## src/rtl/ahb_pkg.sv

```systemverilog
// Shared AHB-Lite encodings and master FSM state type.
package ahb_pkg;

    localparam logic [1:0] HTRANS_IDLE   = 2'b00;
    localparam logic [1:0] HTRANS_NONSEQ = 2'b10;
    localparam logic [2:0] HSIZE_WORD    = 3'b010;
    localparam logic [2:0] HBURST_SINGLE = 3'b000;
    localparam logic [3:0] HPROT_DEFAULT = 4'b0011;
    localparam logic       HRESP_OKAY    = 1'b0;
    localparam logic       HRESP_ERROR   = 1'b1;

    typedef enum logic [1:0] {
        ST_IDLE  = 2'd0,
        ST_ADDR  = 2'd1,
        ST_WDATA = 2'd2,
        ST_RDATA = 2'd3
    } ahb_state_t;

endpackage

```

## src/rtl/ahb_master.sv

```systemverilog
// Single-transfer AHB-Lite master: one local command becomes one NONSEQ word
// transfer; writes carry dina+dinb, reads capture hrdata into dout.
module ahb_master
    import ahb_pkg::*;
(
    input  logic        hclk,
    input  logic        hresetn,
    input  logic        enable,
    input  logic [31:0] dina,
    input  logic [31:0] dinb,
    input  logic [31:0] addr,
    input  logic        wr,
    input  logic        hreadyout,
    input  logic        hresp,
    input  logic [31:0] hrdata,
    input  logic [1:0]  slave_sel,
    output logic [1:0]  sel,
    output logic [31:0] haddr,
    output logic        hwrite,
    output logic [2:0]  hsize,
    output logic [2:0]  hburst,
    output logic [3:0]  hprot,
    output logic [1:0]  htrans,
    output logic        hmastlock,
    output logic        hready,
    output logic [31:0] hwdata,
    output logic [31:0] dout
);

    ahb_state_t  state_q, state_d;

    logic [1:0]  sel_d;
    logic [31:0] haddr_d;
    logic        hwrite_d;
    logic [1:0]  htrans_d;
    logic [31:0] hwdata_d;
    logic [31:0] dout_d;

    assign hsize     = HSIZE_WORD;
    assign hburst    = HBURST_SINGLE;
    assign hprot     = HPROT_DEFAULT;
    assign hmastlock = 1'b0;
    assign hready    = hreadyout;

    always_ff @(posedge hclk or negedge hresetn) begin
        if (!hresetn) begin
            state_q <= ST_IDLE;
        end else begin
            state_q <= state_d;
        end
    end

    always_comb begin
        state_d = state_q;
        case (state_q)
            ST_IDLE:  if (enable) state_d = ST_ADDR;
            ST_ADDR:  state_d = wr ? ST_WDATA : ST_RDATA;
            ST_WDATA,
            ST_RDATA: if (hreadyout) state_d = ST_IDLE;
            default:  state_d = ST_IDLE;
        endcase
    end

    // Next values of the registered bus outputs; everything holds unless loaded.
    always_comb begin
        sel_d    = sel;
        haddr_d  = haddr;
        hwrite_d = hwrite;
        htrans_d = htrans;
        hwdata_d = hwdata;
        dout_d   = dout;
        case (state_q)
            ST_IDLE: begin
                htrans_d = HTRANS_IDLE;
            end
            ST_ADDR: begin
                haddr_d  = addr;
                hwrite_d = wr;
                sel_d    = slave_sel;
                htrans_d = HTRANS_NONSEQ;
                if (wr) begin
                    hwdata_d = dina + dinb;
                end
            end
            ST_WDATA: begin
                htrans_d = HTRANS_IDLE;
            end
            ST_RDATA: begin
                htrans_d = HTRANS_IDLE;
                if (hreadyout && (hresp == HRESP_OKAY)) begin
                    dout_d = hrdata;
                end
            end
            default: begin
                htrans_d = HTRANS_IDLE;
            end
        endcase
    end

    always_ff @(posedge hclk or negedge hresetn) begin
        if (!hresetn) begin
            sel    <= '0;
            haddr  <= '0;
            hwrite <= 1'b0;
            htrans <= HTRANS_IDLE;
            hwdata <= '0;
            dout   <= '0;
        end else begin
            sel    <= sel_d;
            haddr  <= haddr_d;
            hwrite <= hwrite_d;
            htrans <= htrans_d;
            hwdata <= hwdata_d;
            dout   <= dout_d;
        end
    end

endmodule

```

## config.mk

```make
export PLATFORM = sky130hd
export DESIGN_NAME = ahb_master
export DESIGN_NICKNAME = d
export VERILOG_FILES = /design/src/rtl/ahb_pkg.sv /design/src/rtl/ahb_master.sv
export SDC_FILE = /design/constraint.sdc
export NUM_CORES = 1
export LEC_CHECK = 0
export BUFFER_PORTS_ARGS = -buffer_cell sky130_fd_sc_hd__buf_4
export CORE_UTILIZATION = 30
export CTS_BUF_LIST = sky130_fd_sc_hd__clkbuf_16
export DETAILED_ROUTE_END_ITERATION = 6
export GPL_ROUTABILITY_DRIVEN = 0
export PLACE_DENSITY = 0.64
export SLEW_MARGIN = 20
export SYNTH_ARGS = -nofsm -noshare
export SYNTH_HDL_FRONTEND = slang
export SYNTH_SLANG_ARGS = --single-unit
```

## constraint.sdc

```tcl
create_clock -name hclk -period 2.3 [get_ports hclk]
set_input_delay 0.345 -clock hclk [delete_from_list [all_inputs] [get_ports hclk]]
set_output_delay 0.345 -clock hclk [all_outputs]
set_load 0.02 [all_outputs]
```

==> flow_metrics.env, run 1 <==
export IMPL_maxCapViolCount=0
export IMPL_violations="DRC"
export IMPL_syn_to_final_growth_pct=50.6
export IMPL_numCtsBuffers=9
export IMPL_p_switching_mw=3.62
export IMPL_initial_core_util=0.308
export IMPL_cp_num_buf_inv=2
export IMPL_crit_end="hwdata[29]$_DFFE_PN0P_"
export IMPL_first_pass_iters=6
export IMPL_holdWs_ps=201
export IMPL_layout_drive_gt1_share=0.513
export IMPL_hpwlAfterDp_um=12800
export IMPL_seqPwrFrac=0.335
export IMPL_clock_sinks=102
export IMPL_ioPinCount=249
export IMPL_worst_r2r_endpoint="haddr[15]$_DFFE_PN0P_"
export IMPL_die_h_um=139
export IMPL_fin_ws_ps=99.4
export IMPL_grt_pass1_wl_um=24900
export IMPL_diodes=0
export IMPL_p_total_mw=9.32
export IMPL_grt_overflow_total=0
export IMPL_async_flop_share=1.00
export IMPL_rows=49
export IMPL_startpoint="dina[15]"
export IMPL_crit_top_cell="buf_4"
export IMPL_final_hold_violation_count=0
export IMPL_die_area_um2=19200
export IMPL_finalCritPeriodShare=0.957
export IMPL_place_ws_ps=-293
export IMPL_fin_skew_ps=9.21
export IMPL_power_frac_comb=0.502
export IMPL_p_int_mw=5.69
export IMPL_wl_per_cell_um=15.3
export IMPL_syn_avg_cell_area_um2=11.0
export IMPL_ys_ff_latch=102
export IMPL_synthDistinctLibCells=62
export IMPL_crit_path_max_fanout=6
export IMPL_grt_usage=0.165
export IMPL_slowest_stage="ha_1"
export IMPL_cts_buffer_depth=2
export IMPL_clockPowerShare=0.163
export IMPL_start_kind="input port"
export IMPL_synth_edf_count=0
export IMPL_io_buffer_count=236
export IMPL_cts_max_level=3
export IMPL_worst_r2r_startpoint="state_q[1]$_DFFE_PN0P_"
export IMPL_hold_class="input port to flop"
export IMPL_postCtsSetupRepairBufs=0
export IMPL_clk_latency_ps=350
export IMPL_status="complete, but fails checks"
export IMPL_path_cells="buf_4 > ha_1 > nand2_1 > o21ai_1 > a221oi_2 > buf_4 > o21a_2 > and2_4 > o311a_1 > o41ai_2"
export IMPL_final_util=0.464
export IMPL_vias=4917
export IMPL_fp_coreArea_um2=18100
export IMPL_min_period_ps=2200
export IMPL_irDropWorstVdd_mv=0.343
export IMPL_drt_antenna_violating_nets=0
export IMPL_cp_end_kind="flop"
export IMPL_initialDrtViolationCount=241
export IMPL_p_leak_nw=4.19
export IMPL_crit_type="input port to flop"
export IMPL_cp_num_cells=10
export IMPL_drcViolationCount=50
export IMPL_grt_max_degree=67
export IMPL_cp_required_ps=2550
export IMPL_viasPerCell=4.73
export IMPL_clk_pin_slew_ps=70
export IMPL_setup_violations_final=0
export IMPL_cts_tree="yes"
export IMPL_reg2reg_slack_ps=720
export IMPL_synth_ff_type="dfrtp_1"
export IMPL_fmax_ghz=0.454
export IMPL_ff2ff_path_depth=3
export IMPL_final_nets=974
export IMPL_ys_seq_area_frac=0.456
export IMPL_critPathArrivalTime_ps=2450
export IMPL_syn_inst=509
export IMPL_wirelength_um=15900
export IMPL_die_w_um=139
export IMPL_max_stage_delay_ps=370
export IMPL_antenna_found_initial=0
export IMPL_grt_pass1_vias=4792
export IMPL_netlist_area_um2=5590
export IMPL_yosysWarnings=0
export IMPL_cellPowerDensity_nw_per_um2=1110
export IMPL_critPathTopFamily="compound AO/OA/AOI/OAI gates"
export IMPL_slew_violations=0
export IMPL_switching_share=0.389
export IMPL_cts_root_buf="clkbuf_16"
[logic make-up after synthesis]
family,Yosys count,synth area share
other cells,2,0.00134
xor+xnor,23,0.0360
simple gates,106,0.0960
buf+inv,41,0.0374
mux,70,0.141
compound gates,133,0.159
flops,102,0.456
fa+ha+maj,32,0.0729
[layer usage]
layer / global-route usage / vias to the layer above / share of wire
met3: 0.0335 / 15 / 0.064
met1: 0.201 / 2302 / 0.43
met4: 0.0562 / 0 / 0.017
li1: - / 2427 / -
met5: 0 / - / 0
met2: 0.290 / 173 / 0.49
[timing repair]
action / in CTS / in global routing
hold endpoints to repair: 13 / 0
hold buffers: 1 / 0
setup endpoints to repair: 0 / 5
resized for setup: 0 / 6
[synth_stat cells, types with 5 or more instances]
cell type / instances / area [um^2]
a211oi_1: 6 / 45.0
a21o_1: 19 / 143
a21oi_1: 32 / 160
and3_1: 6 / 37.5
buf_4: 14 / 105
clkbuf_1: 16 / 60.1
dfrtp_1: 102 / 2550
ha_1: 31 / 388
inv_1: 9 / 33.8
mux2_2: 69 / 777
nand2_1: 43 / 161
nand3_1: 8 / 40.0
nor2_1: 12 / 45.0
nor3_1: 7 / 35.0
o21a_1: 7 / 52.6
o21ai_0: 29 / 145
o21ai_1: 5 / 25.0
o31ai_1: 5 / 37.5
xnor2_1: 12 / 105
xor2_1: 11 / 96.3
[cells in the final DEF (no fill, tap or decap), drive strengths merged, types with 13 or more instances in the layout]
cell type,n
nand2,44
a21o,19
inv,13
mux2,69
buf,307
dfrtp,102
a21oi,32
o21ai,34
ha,31
[area by class of cell]
| cell class | instances | area (um^2) |
|---|---|---|
| fill | 1755 | 9720 |
| multi-input combinational | 376 | 2930 |
| sequential | 102 | 2550 |
| timing repair buffer | 308 | 2330 |
| tap | 229 | 287 |
| clock buffer | 9 | 225 |
| clock inverter | 7 | 66.3 |
| inverter | 9 | 33.8 |
[how the worst min path moves through the flow]
stage / start / to / slack [ps] / cells after the start
final: hreadyout / state_q[1]$_DFFE_PN0P_ / 200 / 2
after global routing: hreadyout / state_q[1]$_DFFE_PN0P_ / 190 / 2
after CTS: hreadyout / state_q[1]$_DFFE_PN0P_ / 190 / 2
after detailed placement: hresetn / hwdata[7]$_DFFE_PN0P_ / 220 / 1
after global placement: hresetn / hwdata[7]$_DFFE_PN0P_ / 230 / 1
after floorplan: hresetn / dout[0]$_DFFE_PN0P_ / 50 / 0
[state kept, by name, indices dropped and copies added, names as in the netlist]
name and flops:
dout 32, haddr 32, hwrite 1, sel 2, htrans 1, hwdata 32
state_q 2
[metrics by stage]
| stage | TNS, ps | instances | instance area (um^2) |
|---|---|---|---|
| after floorplan | 0 | 519 | 5650 |
| after global placement | -1940 | 1023 | 8090 |
| after detailed placement | -2340 | 1023 | 8090 |
| after CTS | 0 | 1040 | 8390 |
| after global routing | -18.0 | 1040 | 8430 |
| final | 0 | 1040 | 8430 |
[power groups by stage]
| stage | registers [mW] | logic (mW) | clock network, mW |
|---|---|---|---|
| final | 3.12 | 4.68 | 1.52 |
| after global routing | 3.24 | 4.97 | 1.64 |
| after CTS | 3.14 | 4.73 | 1.57 |
| after detailed placement | 3.17 | 4.72 | 0 |
| after global placement | 3.13 | 4.66 | 0 |
| after floorplan | 4.18 | 1.51 | 0 |
(Power assumes the default switching activity.)
==> inputs of run 2 (changes only) <==
==> constraint.sdc (replaced) <==
create_clock -name hclk -period 2.44 [get_ports hclk]
set_input_delay 0.366 -clock hclk [delete_from_list [all_inputs] [get_ports hclk]]
set_output_delay 0.366 -clock hclk [all_outputs]
set_load 0.02 [all_outputs]
==> flow_metrics.env, run 2 (synthesis results as in run 1) <==
export IMPL_initialDrtViolationCount=203
export IMPL_wirelength_um=15600
export IMPL_syn_to_final_growth_pct=49.0
export IMPL_io_buffer_count=236
export IMPL_placed_cell_area_um2=8030
export IMPL_cp_required_ps=2670
export IMPL_startpoint="dina[0]"
export IMPL_start_kind="input port"
export IMPL_numCtsBuffers=9
export IMPL_violations="DRC"
export IMPL_final_nets=966
export IMPL_grt_pass1_wl_um=25700
export IMPL_cts_tree="yes"
export IMPL_worst_r2r_startpoint="state_q[1]$_DFFE_PN0P_"
export IMPL_holdWs_ps=220
export IMPL_viasPerCell=4.72
export IMPL_seqPwrFrac=0.339
export IMPL_holdPathStages=2
export IMPL_critPathArrivalTime_ps=2550
export IMPL_setup_violations_final=0
export IMPL_crit_path_max_fanout=3
export IMPL_die_area_um2=19200
export IMPL_diodes=0
export IMPL_tightest_slew_ps=530
export IMPL_clock_sinks=102
export IMPL_crit_type="input port to flop"
export IMPL_grt_max_degree=62
export IMPL_setup_tns_ps=0
export IMPL_ff2ff_path_depth=3
export IMPL_die_h_um=139
export IMPL_final_hold_violation_count=0
export IMPL_rsz0062_at_grt="false"
export IMPL_cellPowerDensity_nw_per_um2=1050
export IMPL_cts_max_level=3
export IMPL_rows=49
export IMPL_p_int_mw=5.34
export IMPL_hpwlAfterDp_um=12600
export IMPL_cts_buffer_depth=2
export IMPL_fp_coreArea_um2=18100
export IMPL_fin_skew_ps=9.01
export IMPL_grt_usage=0.168
export IMPL_wl_per_cell_um=15.2
export IMPL_fillers=1723
export IMPL_irDropWorstVdd_mv=0.445
export IMPL_first_pass_iters=7
export IMPL_final_common_cell="buf_4"
export IMPL_die_w_um=139
export IMPL_antenna_found_initial=0
export IMPL_clockPowerShare=0.160
export IMPL_min_from="hreadyout"
export IMPL_reg2reg_slack_ps=740
export IMPL_relSlewSlack=0.645
export IMPL_p_leak_nw=4.15
export IMPL_cts_root_buf="clkbuf_16"
export IMPL_p_total_mw=8.72
export IMPL_stdcell_area_um2=8330
export IMPL_drcViolationCount=49
export IMPL_hold_class="input port to flop"
export IMPL_switching_share=0.387
export IMPL_grt_overflow_total=0
export IMPL_cp_end_kind="flop"
export IMPL_finalCritPeriodShare=0.949
export IMPL_power_frac_comb=0.501
export IMPL_p_switching_mw=3.38
export IMPL_vias=4871
export IMPL_largestRegisters="dout: 32 flops, haddr: 32 flops, hwdata: 32 flops"
export IMPL_slew_violations=0
export IMPL_initial_core_util=0.308
export IMPL_status="complete, but fails checks"
export IMPL_clk_pin_slew_ps=80
export IMPL_min_period_ps=2320
export IMPL_fmax_ghz=0.432
export IMPL_grt_pass1_vias=4906
export IMPL_maxCapViolCount=0
export IMPL_clk_latency_ps=350
export IMPL_ioPinCount=249
export IMPL_final_cell_mix="buf_4, dfrtp_1, mux2_2"
export IMPL_drt_antenna_violating_nets=0
export IMPL_layout_drive_gt1_share=0.499
-- run 2: power groups by stage --
stage          combinational [mW]  clock [mW]  sequential, mW
2_1_floorplan                1.42           0            3.94
3_3_place_gp                 4.38           0            2.97
3_5_place_dp                 4.42           0            3.00
4_1_cts                      4.43        1.45            2.97
5_1_grt                      4.67        1.52            3.07
6_report                     4.37        1.39            2.96
-- run 2: layout make-up --
| cell class | instances | area (um^2) | area share |
|---|---|---|---|
| Timing Repair Buffer | 300 | 2280 | 0.274 |
| Inverter | 9 | 33.8 | 0.00405 |
| Clock buffer | 9 | 225 | 0.0270 |
| Tap cell | 229 | 287 | 0.0344 |
| Multi-Input combinational cell | 376 | 2900 | 0.348 |
| Clock inverter | 7 | 57.6 | 0.00691 |
| Sequential cell | 102 | 2550 | 0.306 |
-- run 2: layer usage --
metal | vias to the layer above | share of wire | track usage
li1 | 2414 | - | -
met1 | 2276 | 0.43 | 0.210
met5 | - | 0 | 0
met2 | 166 | 0.49 | 0.292
met4 | 0 | 0.014 | 0.0556
met3 | 15 | 0.061 | 0.0314
-- run 2: timing repair --
item / in CTS / in global routing
gates resized for setup: 0 / 2
buffers inserted: 0 / 0
hold endpoints to repair: 18 / 0
endpoints found under the setup margin: 0 / 4
hold buffers: 1 / 0
-- run 2: metrics by stage --
| step | setup WS (ps) | cells | util |
|---|---|---|---|
| 6_report | 125 | 1032 | 0.459 |
| 5_1_grt | 28.8 | 1032 | 0.459 |
| 4_1_cts | 82.8 | 1032 | 0.459 |
| 3_5_place_dp | -294 | 1015 | 0.442 |
| 3_3_place_gp | -245 | 1015 | 0.442 |
| 2_1_floorplan | 31.5 | 519 | - |
-- run 2: final timing paths --
kind,to
max,hwdata[18]$_DFFE_PN0P_
min,state_q[1]$_DFFE_PN0P_
max reg2reg,dout[10]$_DFFE_PN0P_
min reg2reg,hwdata[3]$_DFFE_PN0P_
max in group asynchronous,dout[26]$_DFFE_PN0P_
min in group asynchronous,hwdata[8]$_DFFE_PN0P_
-- run 2: worst max-delay path, stage by stage --
cell and delay [ps]:
buf_4 110, ha_1 220, fa_1 410, a21o_1 220
a221oi_2 320, o311ai_2 140, a31o_1 230, a21oi_1 170
xnor2_1 90, mux2_2 270
